## src/rtl/bus_pkg.sv

```systemverilog
// Shared types and helpers for the bus arbiter: FSM state encoding, the
// "no slave" id and the {master_id, slave_id} packing used on bus_state.
package bus_pkg;

  typedef enum logic [1:0] {
    IDLE    = 2'd0,
    GRANT   = 2'd1,
    RELEASE = 2'd2
  } arb_state_t;

  localparam int unsigned SLAVE_NONE = 32'd0;

  // Callers truncate the 32-bit result to their own master+slave field width.
  function automatic logic [31:0] pack_bus_state(input logic [31:0] master_id,
                                                 input logic [31:0] slave_id,
                                                 input int unsigned s_id_w);
    return (master_id << s_id_w) | slave_id;
  endfunction

endpackage

```

## src/rtl/rr_priority_sel.sv

```systemverilog
// Round-robin request search: the first active request strictly after ptr_i,
// wrapping modulo N, so the master at ptr_i itself is considered last.
module rr_priority_sel #(
  parameter int N = 2,
  parameter int W = 1
) (
  input  logic [N-1:0] req_i,
  input  logic [W-1:0] ptr_i,
  output logic         found_o,
  output logic [W-1:0] idx_o
);

  int         cand;
  logic [W-1:0] cand_idx;

  // Walk the candidates in priority order; the explicit compare keeps the wrap
  // correct when N is not a power of two.
  always_comb begin
    found_o  = 1'b0;
    idx_o    = {W{1'b0}};
    cand     = 32'sd0;
    cand_idx = {W{1'b0}};
    for (int k = 1; k <= N; k++) begin
      cand = int'(ptr_i) + k;
      if (cand >= N) begin
        cand = cand - N;
      end else begin
        cand = cand;
      end
      cand_idx = W'(cand);
      if (!found_o && req_i[cand_idx]) begin
        found_o = 1'b1;
        idx_o   = cand_idx;
      end else begin
        found_o = found_o;
      end
    end
  end

endmodule

```

## src/rtl/bus_arbiter.sv

```systemverilog
// Round-robin owner selection for the shared serial bus, with an optional hold
// timeout and a one-cycle idle turnaround between consecutive owners.
module bus_arbiter
  import bus_pkg::*;
#(
  parameter int NO_MASTERS = 2,
  parameter int NO_SLAVES  = 3,
  parameter int S_ID_WIDTH = $clog2(NO_SLAVES + 1),
  parameter int M_ID_WIDTH = (NO_MASTERS > 1) ? $clog2(NO_MASTERS) : 1,
  parameter int MAX_HOLD   = 256
) (
  input  logic                             clk,
  input  logic                             rstN,
  input  logic                             req_M      [0:NO_MASTERS-1],
  input  logic [S_ID_WIDTH-1:0]            slave_id_M [0:NO_MASTERS-1],
  input  logic                             ready,
  output logic                             grant_M    [0:NO_MASTERS-1],
  output logic                             preempt_M  [0:NO_MASTERS-1],
  output logic [M_ID_WIDTH+S_ID_WIDTH-1:0] bus_state,
  output logic                             req_err
);

  localparam int BS_W = M_ID_WIDTH + S_ID_WIDTH;
  localparam int HC_W = (MAX_HOLD > 0) ? $clog2(MAX_HOLD + 1) : 1;
  localparam logic [HC_W-1:0]       HOLD_SAT = HC_W'(MAX_HOLD);
  localparam logic [HC_W-1:0]       HOLD_LIM = (MAX_HOLD > 0) ? HC_W'(MAX_HOLD - 1) : {HC_W{1'b0}};
  localparam logic [S_ID_WIDTH-1:0] SID_MAX  = S_ID_WIDTH'(NO_SLAVES);
  localparam logic [S_ID_WIDTH-1:0] SID_NONE = S_ID_WIDTH'(SLAVE_NONE);
  localparam logic [M_ID_WIDTH-1:0] RR_RST   = M_ID_WIDTH'(NO_MASTERS - 1);

  arb_state_t                state_q, state_d;
  logic [M_ID_WIDTH-1:0]     rr_ptr_q, rr_ptr_d;
  logic [HC_W-1:0]           hold_cnt_q, hold_cnt_d;
  logic [NO_MASTERS-1:0]     grant_q, grant_d;
  logic [NO_MASTERS-1:0]     preempt_q, preempt_d;
  logic [BS_W-1:0]           bus_state_q, bus_state_d;
  logic                      req_err_q, req_err_d;

  logic [NO_MASTERS-1:0]     req_vec;
  logic                      sel_found;
  logic [M_ID_WIDTH-1:0]     sel_idx;
  logic [S_ID_WIDTH-1:0]     cand_sid;
  logic                      cand_valid;
  logic [M_ID_WIDTH-1:0]     owner;
  logic                      owner_req;
  logic                      other_req;
  logic                      timeout;

  for (genvar g = 0; g < NO_MASTERS; g++) begin : g_port
    assign req_vec[g]   = req_M[g];
    assign grant_M[g]   = grant_q[g];
    assign preempt_M[g] = preempt_q[g];
  end

  assign bus_state = bus_state_q;
  assign req_err   = req_err_q;

  rr_priority_sel #(
    .N (NO_MASTERS),
    .W (M_ID_WIDTH)
  ) u_sel (
    .req_i   (req_vec),
    .ptr_i   (rr_ptr_q),
    .found_o (sel_found),
    .idx_o   (sel_idx)
  );

  // Candidate validity, current owner and the timeout preemption condition.
  always_comb begin
    cand_sid   = slave_id_M[sel_idx];
    cand_valid = (cand_sid != SID_NONE) && (cand_sid <= SID_MAX);
    owner      = bus_state_q[BS_W-1 -: M_ID_WIDTH];
    owner_req  = req_vec[owner];
    other_req  = 1'b0;
    for (int i = 0; i < NO_MASTERS; i++) begin
      other_req = other_req | (req_vec[i] & (M_ID_WIDTH'(i) != owner));
    end
    timeout = (MAX_HOLD != 0) && (hold_cnt_q >= HOLD_LIM) && other_req && ready;
  end

  // State and output registers; reset drops any grant without a release cycle.
  always_ff @(posedge clk) begin
    if (!rstN) begin
      state_q     <= IDLE;
      rr_ptr_q    <= RR_RST;
      hold_cnt_q  <= {HC_W{1'b0}};
      grant_q     <= {NO_MASTERS{1'b0}};
      preempt_q   <= {NO_MASTERS{1'b0}};
      bus_state_q <= {BS_W{1'b0}};
      req_err_q   <= 1'b0;
    end else begin
      state_q     <= state_d;
      rr_ptr_q    <= rr_ptr_d;
      hold_cnt_q  <= hold_cnt_d;
      grant_q     <= grant_d;
      preempt_q   <= preempt_d;
      bus_state_q <= bus_state_d;
      req_err_q   <= req_err_d;
    end
  end

  // Next-state decision.
  always_comb begin
    state_d = state_q;
    case (state_q)
      IDLE: begin
        if (sel_found && cand_valid) begin
          state_d = GRANT;
        end else begin
          state_d = IDLE;
        end
      end
      GRANT: begin
        if (!owner_req || timeout) begin
          state_d = RELEASE;
        end else begin
          state_d = GRANT;
        end
      end
      RELEASE: state_d = IDLE;
      default: state_d = IDLE;
    endcase
  end

  // Next values of the registered outputs, round-robin pointer and hold counter.
  always_comb begin
    rr_ptr_d    = rr_ptr_q;
    hold_cnt_d  = hold_cnt_q;
    grant_d     = grant_q;
    preempt_d   = {NO_MASTERS{1'b0}};
    bus_state_d = bus_state_q;
    req_err_d   = 1'b0;
    case (state_q)
      IDLE: begin
        grant_d = {NO_MASTERS{1'b0}};
        if (sel_found) begin
          rr_ptr_d = sel_idx;
          if (cand_valid) begin
            grant_d[sel_idx] = 1'b1;
            bus_state_d      = BS_W'(pack_bus_state(32'(sel_idx), 32'(cand_sid), S_ID_WIDTH));
            hold_cnt_d       = {HC_W{1'b0}};
          end else begin
            req_err_d = 1'b1;
          end
        end else begin
          rr_ptr_d = rr_ptr_q;
        end
      end
      GRANT: begin
        if (hold_cnt_q < HOLD_SAT) begin
          hold_cnt_d = hold_cnt_q + HC_W'(1);
        end else begin
          hold_cnt_d = hold_cnt_q;
        end
        // A voluntary release in the same cycle as a timeout is not a preemption.
        if (!owner_req || timeout) begin
          grant_d            = {NO_MASTERS{1'b0}};
          bus_state_d        = {owner, SID_NONE};
          preempt_d[owner]   = owner_req;
        end else begin
          grant_d = grant_q;
        end
      end
      RELEASE: begin
        grant_d     = {NO_MASTERS{1'b0}};
        bus_state_d = {owner, SID_NONE};
      end
      default: begin
        grant_d     = {NO_MASTERS{1'b0}};
        bus_state_d = {BS_W{1'b0}};
      end
    endcase
  end

endmodule

```

## config.mk

```make
export PLATFORM = sky130hd
export DESIGN_NAME = bus_arbiter
export DESIGN_NICKNAME = d
export VERILOG_FILES = /design/src/rtl/bus_pkg.sv /design/src/rtl/rr_priority_sel.sv /design/src/rtl/bus_arbiter.sv
export SDC_FILE = /design/constraint.sdc
export NUM_CORES = 1
export LEC_CHECK = 0
export ABC_CLOCK_PERIOD_IN_PS = 2400
export CELL_PAD_IN_SITES_DETAIL_PLACEMENT = 1
export CELL_PAD_IN_SITES_GLOBAL_PLACEMENT = 1
export CORE_UTILIZATION = 39
export CTS_CLUSTER_DIAMETER = 60
export DETAILED_ROUTE_END_ITERATION = 6
export GPL_TIMING_DRIVEN = 1
export HOLD_SLACK_MARGIN = 0.08
export PLACE_DENSITY = 0.78
export SLEW_MARGIN = 20
export SYNTH_ARGS = -nofsm -noshare
export SYNTH_HDL_FRONTEND = slang
export SYNTH_HIERARCHICAL = 1
export SYNTH_SLANG_ARGS = --single-unit
```

## constraint.sdc

```tcl
create_clock -name clk -period 2.4 [get_ports clk]
set_clock_uncertainty 0.15 [all_clocks]
set_input_delay 0.48 -clock clk [delete_from_list [all_inputs] [get_ports clk]]
set_output_delay 0.48 -clock clk [all_outputs]
set_load 0.03 [all_outputs]
```

# After elaboration in Yosys (flattened, before gate mapping)
# Index checks and enable logic that the tools add are counted.
dict set report totals {
  reg_bits 20
  in_bits 9
  output_inout_bits 8
  elab_cells 94
}
dict set report classes {
  addsub 5
  n_lt_le_gt_ge 12
  eq_ne 6
  muxes 35
  bitwise 9
  n_reduce_logical 19
}
# op count
set op_table {}
lappend op_table {{2-to-1 mux 9 bit} 3}
lappend op_table {{one-hot mux 9 bit (2 select lines)} 1}
lappend op_table {{2-to-1 mux 1 bit} 16}
lappend op_table {{2-to-1 mux 2 bit} 8}
lappend op_table {{adder 9 x 1 -> 9 bit, second input constant} 1}
lappend op_table {{greater-or-equal comparator 9 x 8 -> 1 bit, second input constant} 1}
lappend op_table {{less-than comparator 9 bit, second input constant} 1}
lappend op_table {{one-hot mux 3 bit (3 select lines)} 1}
lappend op_table {{AND reduction 3 bit} 3}
lappend op_table {{less-than comparator 1 x 2 -> 1 bit, second input constant} 4}
lappend op_table {{!= test 2 bit, second input constant} 4}
lappend op_table {{one-hot mux 2 bit (2 select lines)} 2}
lappend op_table {{AND reduction 4 bit} 2}
lappend op_table {{logical AND 1 bit} 7}
lappend op_table {{2-to-1 mux 3 bit} 2}
lappend op_table {{greater-or-equal comparator 2 bit, second input constant} 2}
lappend op_table {{nonzero test 2 bit} 2}
lappend op_table {{adder 1 x 2 -> 3 bit, second input constant} 1}
lappend op_table {{greater-or-equal comparator 3 x 2 -> 1 bit, second input constant} 1}
lappend op_table {{inverter 1 bit} 3}
lappend op_table {{bitwise OR 3 x 2 -> 3 bit} 1}
lappend op_table {{adder 1 x 1 -> 2 bit, second input constant} 1}
lappend op_table {{bitwise AND 1 bit} 2}
lappend op_table {{bitwise AND 2 bit} 1}
lappend op_table {{12 further kinds} 16}

# Logic depth before layout (Yosys ltp)
dict set report logic_depth {
  depth_word 18
  depth_mapped 8
  depth_no_buf 8
}

# Hierarchy
# Netlist, hierarchy kept.
# mod instances cells_each area_each_um2 seq_area_each_um2
set by_module_without_submodules {}
lappend by_module_without_submodules {bus_arbiter 1 125 1068.5 400.4}
lappend by_module_without_submodules {rr_priority_sel 1 2 13.8 0.0}

# Worst setup path after synthesis
# No wires, ideal clock.
dict set report synth_path {
  path_kind {input to register}
  startpoint {in req_M[0] (netlist name)}
  endpoint {reg hold_cnt_q[6]}
  setup_time_ns 0.071
  arrival_time_ns 1.887
  required_time_ns 2.179
  slack_ns 0.292
  cell_stages 7
  path_buffers 2
  cell_sequence {a21boi_1 buf_6 nor3b_4 o31a_1 buf_6 or4_1 a21oi_1}
}
dict set report synth_via {
  elab_chain_cells 14
  elab_cells_between_ends 20
  classes_between {order compare (1); eq/ne (2); mux (11); bitwise (1); reduce/logical (5)}
}
# item line_no
set synth_rtl {}
lappend synth_rtl {{from (decl)} bus_arbiter.sv:14} ;# input logic req_M [0:NO_MASTERS-1],
lappend synth_rtl {{2-to-1 mux 1 bit (implied by the code) (2 in series)} rr_priority_sel.sv:31} ;# if (!found_o && req_i[cand_idx]) begin
lappend synth_rtl {{2-to-1 mux 1 bit} rr_priority_sel.sv:31}
lappend synth_rtl {{logical NOT 1 bit} rr_priority_sel.sv:31}
lappend synth_rtl {{logical AND 1 bit} rr_priority_sel.sv:31}
lappend synth_rtl {{2-to-1 mux 1 bit} rr_priority_sel.sv:31}
lappend synth_rtl {{inverter 1 -> 2 bit (implied by the code)} bus_arbiter.sv:70} ;# cand_sid = slave_id_M[sel_idx];
lappend synth_rtl {{2-to-1 mux 2 bit (implied by the code) (3 in series)} bus_arbiter.sv:70}
lappend synth_rtl {{less-or-equal comparator 2 bit or nonzero test 2 bit (tied branches)} bus_arbiter.sv:71} ;# cand_valid = (cand_sid != SID_NONE) && (cand_sid <= SID_MAX);
lappend synth_rtl {{logical AND 1 bit} bus_arbiter.sv:71}
lappend synth_rtl {{!= test 2 bit (no line)} n/a}
lappend synth_rtl {{AND reduction 4 bit (no line) (*)} n/a}
lappend synth_rtl {{to (signal assigned)} bus_arbiter.sv:86} ;# hold_cnt_q <= {HC_W{1'b0}};
lappend synth_rtl {{to (signal assigned)} bus_arbiter.sv:94} ;# hold_cnt_q <= hold_cnt_d;
lappend synth_rtl {{to (decl)} bus_arbiter.sv:33} ;# logic [HC_W-1:0] hold_cnt_q, hold_cnt_d;
# Mark *: on every way between the ends. The rest lies on a longest branch, timed or not. The select of a mux whose other input is x is not followed.
# A chain may end at the register's enable or synchronous reset.

# Final worst setup path
dict set report layout_path {
  startpoint {reg state_q[1]}
  endpoint {reg hold_cnt_q[7]}
}
dict set report layout_via {
  elab_chain_cells 3
  elab_cells_between_ends 8
  classes_between {eq/ne (4); mux (1); reduce/logical (3)}
}
# item line_no
set layout_rtl {}
lappend layout_rtl {{from (decl)} bus_arbiter.sv:31} ;# arb_state_t state_q, state_d;
lappend layout_rtl {{from (signal assigned)} bus_arbiter.sv:92} ;# state_q <= state_d;
lappend layout_rtl {{equality test 2 x 1 -> 1 bit or logical NOT 2 bit (tied branches)} bus_arbiter.sv:133} ;# case (state_q)
lappend layout_rtl {{!= test 2 bit (no line) or nonzero test 2 bit (tied branches)} n/a}
lappend layout_rtl {{AND reduction 4 bit (no line)} n/a}
# Several ways; a longest one is shown, not always the timed one.

==> impl_metrics.env <==
export IMPL_p_sw_uw=265
export IMPL_status="completed"
export IMPL_drtIter0Drc=20
export IMPL_synth_adder_area_share=0.0462
export IMPL_synthCells=127
export IMPL_cts_max_level=1
export IMPL_areaGrowthSynthToFinish_pct=30.8
export IMPL_clkLatencyLatePin_ns=0.31
export IMPL_crit_fanout=9
export IMPL_dp_hpwl_mm=2.39
export IMPL_finalNetCount=171
export IMPL_cpMaxStageDelayCell="or3b_2"
export IMPL_seqPwrFrac=0.452
export IMPL_rr_startpoint="state_q[1]"
export IMPL_cp_end_kind="flop"
export IMPL_clock_sinks=20
export IMPL_timing_final_max_slew_violations=0
export IMPL_tightest_slew_ns=0.637
export IMPL_reg2reg_slack_ns=0.13
export IMPL_initial_core_util=0.425
export IMPL_cts_path_max_buffers=2
export IMPL_die_area_mm2=0.00299
export IMPL_max_freq_mhz=440
export IMPL_antenna_cells=0
export IMPL_hold_depth=2
export IMPL_synthArstFlopShare=0
export IMPL_p_leak_nw=0.518
export IMPL_r2r_cells=6
export IMPL_grt_overflow=0
export IMPL_synth_most_common_cell="dfxtp_1"
export IMPL_crit_family="simple AND/OR/NAND/NOR gates"
export IMPL_die_y_um=54.7
export IMPL_antenna_left=0
export IMPL_wl_mm=3.32
export IMPL_yosys_area_top_type_share=0.370
export IMPL_cp_buffers_inverters=1
export IMPL_grt_pass1_wl_mm=5.24
export IMPL_synthTopCellsByArea="dfxtp_1 37%, o31ai_1 4.9%, a21oi_1 4.6%"
export IMPL_clockPowerShare=0.258
export IMPL_synth_area_leader_cell="dfxtp_1"
export IMPL_synthMuxAreaShare=0.0405
export IMPL_synth_seq_area_share=0.370
export IMPL_highest_layer="met4"
export IMPL_core_mm2=0.00254
export IMPL_clk_pin_slew_worst_paths_ns=0.12
export IMPL_track_usage=0.255
export IMPL_wl_met3_um=91
export IMPL_avgRoutedWirePerCell_um=17.8
export IMPL_synth_compound_area_share=0.231
export IMPL_p_sw_frac=0.327
export IMPL_io_pins=17
export IMPL_synthesis_nets=140
export IMPL_grt_max_degree=13
export IMPL_ys_warn_count=6
export IMPL_hold_class="reg2reg"
export IMPL_drc_errors=0
export IMPL_setup_tns_final_ns=0
export IMPL_worstHoldStart="bus_state[0]"
export IMPL_synth_edff_count=0
export IMPL_cp_required_ns=2.50
export IMPL_total_power_uw=810
export IMPL_die_w_um=54.7
export IMPL_place_ws_ns=-0.481
export IMPL_finalSetupViolations=0
export IMPL_critPathMaxStageDelay_ns=0.55
export IMPL_crit_path_cell_trace="inv_1, ha_1, nor2_1, or3b_2, or4_4, a21oi_2"
export IMPL_start_kind="flop"
export IMPL_grt_antenna_before_repair=0
export IMPL_crit_arrival_ns=2.37
export IMPL_synth_simple_area_share=0.247
export IMPL_hold_viol_final=0
export IMPL_timing_final_ws_setup_ns=0.129
export IMPL_synthFlopType="dfxtp_1"
export IMPL_rsz0062_at_grt="false"
export IMPL_min_period_ns=2.27
export IMPL_clock_root_buffer="clkbuf_4"
export IMPL_p_int_uw=545
export IMPL_syn_area_mm2=0.00108
export IMPL_power_density_mw_per_mm2=572
export IMPL_final_period_utilization=0.946
export IMPL_met1_length_mm=1.60
export IMPL_synth_seq_cells=20
export IMPL_synth_top_family_by_area="simple AND/OR/NAND/NOR gates"
export IMPL_rows=18
export IMPL_rr_endpoint="hold_cnt_q[7]"
export IMPL_vias_per_cell=5.94
export IMPL_dr_pass1_iters=4
export IMPL_drv_cap=0
export IMPL_synthTopCellsByCount="20 x dfxtp_1, 13 x nand2_1, 10 x a21oi_1, 9 x inv_1"
export IMPL_synthXorXnorAreaFrac=0
export IMPL_irDropWorstVdd_v=0.000410
export IMPL_comb_power_share=0.290
export IMPL_layout_drive_gt1_share=0.166
export IMPL_route_met2_wl_mm=1.56
export IMPL_cts_buffers=3
export IMPL_syn_area_per_cell_um2=8.52
export IMPL_place_gp_congestion=0.783
export IMPL_synth_cell_type_count=35
export IMPL_holdPathEnd="bus_state[0]"
export IMPL_grt_pass1_vias=1067
export IMPL_vias=1111
export IMPL_io_buffers=16
export IMPL_worstSetupPathType="reg2reg"
export IMPL_cts_tree="yes"
export IMPL_worst_slew_margin_rel=0.573
## how the worst max path moves through the flow
| stage | start | end | cells past startpoint |
|---|---|---|---|
| CTS | req_M[0] | hold_cnt_q[7] | 6 |
| floorplan | req_M[0] | hold_cnt_q[6] | 7 |
| detailed placement | req_M[0] | hold_cnt_q[7] | 6 |
| global placement | req_M[0] | bus_state[2] | 7 |
| global route | state_q[1] | hold_cnt_q[7] | 6 |
| finish | state_q[1] | hold_cnt_q[7] | 6 |
## cell usage in the layout, fill, tap and decap left out, types with 2 or more instances in the layout
cell,n
dfxtp_1,20
clkdlybuf4s50_1,15
buf_4,14
nand2_1,13
inv_1,9
a21oi_1,9
nor3_1,7
nand3_1,7
o31ai_1,7
o21ai_0,5
nor2_1,5
or4_1,4
ha_1,4
o211ai_1,3
mux2_2,3
or3_1,3
clkbuf_4,3
o31a_1,2
o41ai_1,2
nor3b_1,2
o32ai_1,2
## power groups by stage
| stage | clock network (mW) | logic [mW] | registers [mW] |
|---|---|---|---|
| after global routing | 0.226 | 0.255 | 0.369 |
| after global placement | 0 | 0.214 | 0.371 |
| after detailed placement | 0 | 0.222 | 0.373 |
| after CTS | 0.212 | 0.233 | 0.366 |
| after floorplan | 0 | 0.119 | 0.390 |
| final | 0.209 | 0.235 | 0.366 |
## state kept, by name, summed over array words and instances (netlist names)
signal / count
preempt_q: 2
rr_ptr_q: 1
hold_cnt_q: 9
state_q: 2
req_err: 1
bus_state: 3
grant_q: 2
## metal layers
metal	vias up	track usage
li1	540	-
met1	535	0.344
met2	28	0.396
met3	8	0.0472
met4	0	0.103
met5	-	0
## metrics by stage
step | cell area (um2) | std cells | hold slack [ns] | util
2_1_floorplan | 1080 | 127 | 0.291 | -
3_3_place_gp | 1320 | 178 | 0.309 | 0.518
3_5_place_dp | 1320 | 178 | 0.315 | 0.518
4_1_cts | 1390 | 184 | 0.333 | 0.546
5_1_grt | 1420 | 187 | 0.358 | 0.556
6_report | 1420 | 187 | 0.329 | 0.556
## cell families (layout without fill, tap and decap cells)
logic type,Yosys count,in the layout
AND/OR/NAND/NOR,48,48
AO/OA/AOI/OAI,37,38
flip-flops,20,20
buffers and inverters,14,43
adder cells (fa/ha/maj),4,4
multiplexers,4,4
## area by class of cell
type / instances / area [um2]
Inverter: 9 / 33.8
Fill cell: 304 / 1130
Sequential cell: 20 / 400
Tap cell: 30 / 37.5
Multi-Input combinational cell: 94 / 639
Timing Repair Buffer: 30 / 268
Clock buffer: 4 / 36.3
## worst register-to-register path: stages, from the launching register on
cell and delay, ns:
dfxtp_1 0.32, inv_1 0.07, ha_1 0.38, nor2_1 0.11, or3b_2 0.55, or4_4 0.45
a21oi_2 0.17
## repair_timing
action                     CTS  global route
cloned                       1             0
setup endpoints to repair   11             8
hold buffers                 0             0
pin swaps                    1             2
resized for setup            4             1
setup buffers                1             3
Power figures use the tool's default switching activity.
==> patch 1, RTL diff (same flow settings) <==
The parameter `MAX_HOLD` goes from 256 to 128.
--- a/src/rtl/bus_arbiter.sv
+++ b/src/rtl/bus_arbiter.sv
@@ -7,7 +7,7 @@
   parameter int NO_SLAVES  = 3,
   parameter int S_ID_WIDTH = $clog2(NO_SLAVES + 1),
   parameter int M_ID_WIDTH = (NO_MASTERS > 1) ? $clog2(NO_MASTERS) : 1,
-  parameter int MAX_HOLD   = 256
+  parameter int MAX_HOLD   = 128
 ) (
   input  logic                             clk,
   input  logic                             rstN,
Check against the original RTL: same outputs for any inputs over 10 cycles, from zero or initial values and one cycle with rstN low; that may be too few to reach the edited logic, so the function may still have changed.
==> patch 1 against the unedited design <==
- clock power shrank 18%
- count of clock-buffer cells in the layout did not move
- die area shrank 3.1%
- wire length fell by 6.7%
- worst setup slack better by 91 ps
- area after synthesis fell by 3.2%
- sequential cell count down 1
- final area fell by 4.1%
- critical endpoint is now hold_cnt_q[3]
- largest cell class unchanged
- power down 3.7%
==> patch 1: results (changes against the unedited design) <==
Status: complete, no violations (unchanged)
Mux contribution to synthesized area: 4.90% (was 4.05%)
Reg2Reg Capture Point: hold_cnt_q[3] (was hold_cnt_q[7])
Seq area share: 28.0% (was 28.3%)
Sequential area share after synthesis: 36.3% (was 37.0%)
Lkg Pwr: 0.541 nW (was 0.518 nW)
Average vias per placed instance: 5.91 (was 5.94)
Fillcell total: 303 (was 304)
Post-synth top cells: dfxtp_1, nand2_1, nand3_1 (was dfxtp_1, nand2_1, a21oi_1)
Max reg flops: 8 (was 9)
Max VDD drop: 0.000432 V (was 0.000410 V)
Post-Route WL: 3100 µm (was 3320 µm)
Synth Area per Inst: 8.95 µm² (was 8.52 µm²)
GPL Wtd Cong: 0.832 (was 0.783)
Final cell area excluding filler cells: 1360 µm² (was 1420 µm²)
Post-Syn Nets: 130 (was 140)
Inverters: 5 (was 9)
Signal buffers: 28 (was 30)
Fin crit period: 2180 ps (was 2270 ps)
Hold endpoint: grant_q[0] (was bus_state[0])
Post_cts resized: 2 (was 4)
Arr. time, crit path: 2270 ps (was 2370 ps)
Vias in the first global route: 1058 (was 1067)
FFs & Latches: 19 (was 20)
Cells after DPL: 172 (was 178)
Grt met1 use: 29.8% (was 34.4%)
NonClk Buf Share: 18.8% (was 18.9%)
GRT Util Overall: 24.6% (was 25.5%)
Max incr delay on CP: 500 ps (was 550 ps)
Via Count: 1041 (was 1111)
Synth area leaders: dfxtp_1, ha_1, nand3_1 (was dfxtp_1, o31ai_1, a21oi_1)
Adder-Cell Fraction of Synth Area: 4.78% (was 4.62%)
Reg2Reg Setup Slack: 220 ps (was 130 ps)
Met3 wire len: 105 µm (was 91 µm)
Cell Area, Placed: 1310 µm² (was 1320 µm²)
First-pass GRT wire length: 4970 µm (was 5240 µm)
Clk tree area frac: 1.94% (was 2.56%)
Met3 GRT Util: 4.52% (was 4.72%)
Crit-path slowest cell: or4_1 (was or3b_2)
Wl on met1: 1390 µm (was 1600 µm)
Fin nets: 160 (was 171)
# Post-CTS Setup Buffers: 0 (was 1)
Met2 wire length: 1520 µm (was 1560 µm)
Compound-Gate Fraction of Synth Area: 23.5% (was 23.1%)
## patch 1: cell count changes after synthesis, moves of 3 or more
cell      change
inv_1         -4
mux2i_1       +3
nand2_1       -3
nor3_1        -3
o211ai_1      +3
o31ai_1       -4
or3_2         +3
## patch 1: report_power, final
| part | switching [mW] | leakage [nW] | internal [mW] |
|---|---|---|---|
| Combinational | 0.142 | 0.372 | 0.114 |
| Clock | 0.107 | 0.0150 | 0.0650 |
| Sequential | 0.0172 | 0.155 | 0.335 |
## patch 1: worst max-delay path by stage
stage / from / end / slack [ps] / cells past startpoint
2_1_floorplan: req_M[0] / hold_cnt_q[3] / 330 / 6
3_3_place_gp: req_M[0] / hold_cnt_q[3] / -260 / 6
3_5_place_dp: req_M[0] / hold_cnt_q[1] / -360 / 8
4_1_cts: req_M[0] / hold_cnt_q[4] / 30 / 6
5_1_grt: state_q[1] / hold_cnt_q[3] / 30 / 6
6_report: state_q[1] / hold_cnt_q[3] / 220 / 6
==> patch 2, RTL diff (same flow settings) <==
Without the edit above. Register the output `req_err` once more, without a reset; this adds one clock of latency there. The other outputs are not delayed to match.
--- a/src/rtl/bus_arbiter.sv
+++ b/src/rtl/bus_arbiter.sv
@@ -53,7 +53,9 @@
   end
 
   assign bus_state = bus_state_q;
-  assign req_err   = req_err_q;
+  always_ff @(posedge clk) begin
+    req_err <= req_err_q;
+  end
 
   rr_priority_sel #(
     .N (NO_MASTERS),
Formal check against the unedited RTL: not equivalent (Yosys sat finds a counterexample within 4 cycles, from zero or initial values and one cycle with rstN low).
==> patch 2 against the unedited design <==
- clock power is 14% lower
- power is 2.3% lower
- wire length is 10% lower
- sequential cell count is 1 higher
- worst setup slack better by 43 ps
- via count is 3.8% lower
- area after synthesis is 1.8% higher
- final area is 2.2% lower
- critical path depth stayed put
- critical path type unchanged
- largest cell class unchanged
==> patch 2: results (changes against the unedited design) <==
Status: complete, no violations (unchanged)
Adder-Cell Fraction of Synth Area: 4.54% (was 4.62%)
Mux contribution to synthesized area: 3.97% (was 4.05%)
Hold endpoint: req_err (was bus_state[0])
Ys async rst share: 0% (unchanged)
Cell Area, Placed: 1340 µm² (was 1320 µm²)
HPWL Detailed: 2190 µm (was 2390 µm)
Start of the worst register-to-register path: state_q[1] (unchanged)
Max incr delay on CP: 540 ps
Fillcell total: 323 (was 304)
Synth area leaders: dfxtp_1, o31ai_1, a21oi_1 (unchanged)
Starting DRT DRC Count: 17 (was 20)
Compound-Gate Fraction of Synth Area: 22.7% (was 23.1%)
GRT Util Overall: 21.1% (was 25.5%)
Finished Layout Cells: 184 (was 187)
GPL Wtd Cong: 0.848 (was 0.783)
Sequential area share after synthesis: 38.1% (was 37.0%)
Lkg Pwr: 0.509 nW (was 0.518 nW)
Post-synth top cells: dfxtp_1, nand2_1, a21oi_1 (unchanged)
Worst min-delay path startpoint: req_err_q (was bus_state[0])
Fin nets: 168 (was 171)
Tightest Pin Transition: 640 ps (was 637 ps)
Multi-input gate area: 624 µm² (was 639 µm²)
Routed WL per cell: 16.2 µm (was 17.8 µm)
Cells after Synth: 128 (was 127)
Setup WS pre-CTS: -342 ps (was -481 ps)
Average vias per placed instance: 5.81 (was 5.94)
Synth cell types: 34 (was 35)
Max VDD drop: 0.000314 V (was 0.000410 V)
Post-Syn Nets: 141 (was 140)
Cell Int Power: 0.531 mW (was 0.545 mW)
Worst Hold Depth: 0 (was 2)
Arr. time, crit path: 2330 ps (was 2370 ps)
## patch 2: cell count changes after synthesis
| cell | unedited run | this run |
|---|---|---|
| a21boi_0 | 1 | 2 |
| dfxtp_1 | 20 | 21 |
| a21boi_1 | 1 | 0 |
## patch 2: layout make-up
type | count | area share [%]
inverters | 9 | 2.44
multi-input cells | 94 | 45.1
flip-flops and latches | 21 | 30.4
well taps | 30 | 2.71
clock buffers | 3 | 1.63
clock inverters | 1 | 0.362
repair buffers | 26 | 17.4
## patch 2: power by group through the flow
stage	logic [mW]	clock network (mW)	registers [mW]
6_report	0.230	0.179	0.383
4_1_cts	0.227	0.185	0.383
2_1_floorplan	0.119	0	0.407
3_5_place_dp	0.224	0	0.390
5_1_grt	0.253	0.196	0.385
3_3_place_gp	0.218	0	0.389
## patch 2: routing by layer
layer  part of all wire [%]  wire length [µm]  track usage, %  up-vias
met5                      0                 0               0        -
met4                    1.3                40            7.50        0
met1                     49              1450            30.1      512
met2                     47              1410            32.3       17
li1                       -                 -               -      535
met3                    2.6                76            2.46        5
## patch 2: how the worst max path moves through the flow
| stage | cells past startpoint | end | from | slack [ps] |
|---|---|---|---|---|
| finish | 6 | hold_cnt_q[7] | state_q[1] | 170 |
| global route | 6 | hold_cnt_q[7] | state_q[1] | 50 |
| CTS | 7 | hold_cnt_q[2] | req_M[1] | 0.4 |
| detailed placement | 7 | hold_cnt_q[2] | req_M[1] | -340 |
| global placement | 7 | hold_cnt_q[4] | req_M[1] | -290 |
| floorplan | 7 | hold_cnt_q[6] | req_M[0] | 280 |
## patch 2: repair_timing
action	CTS	global route
gates resized for setup	1	3
endpoints found under the setup margin	1	11
setup buffers	0	0
pin swaps	0	1
hold buffers	0	0
gates cloned	0	1
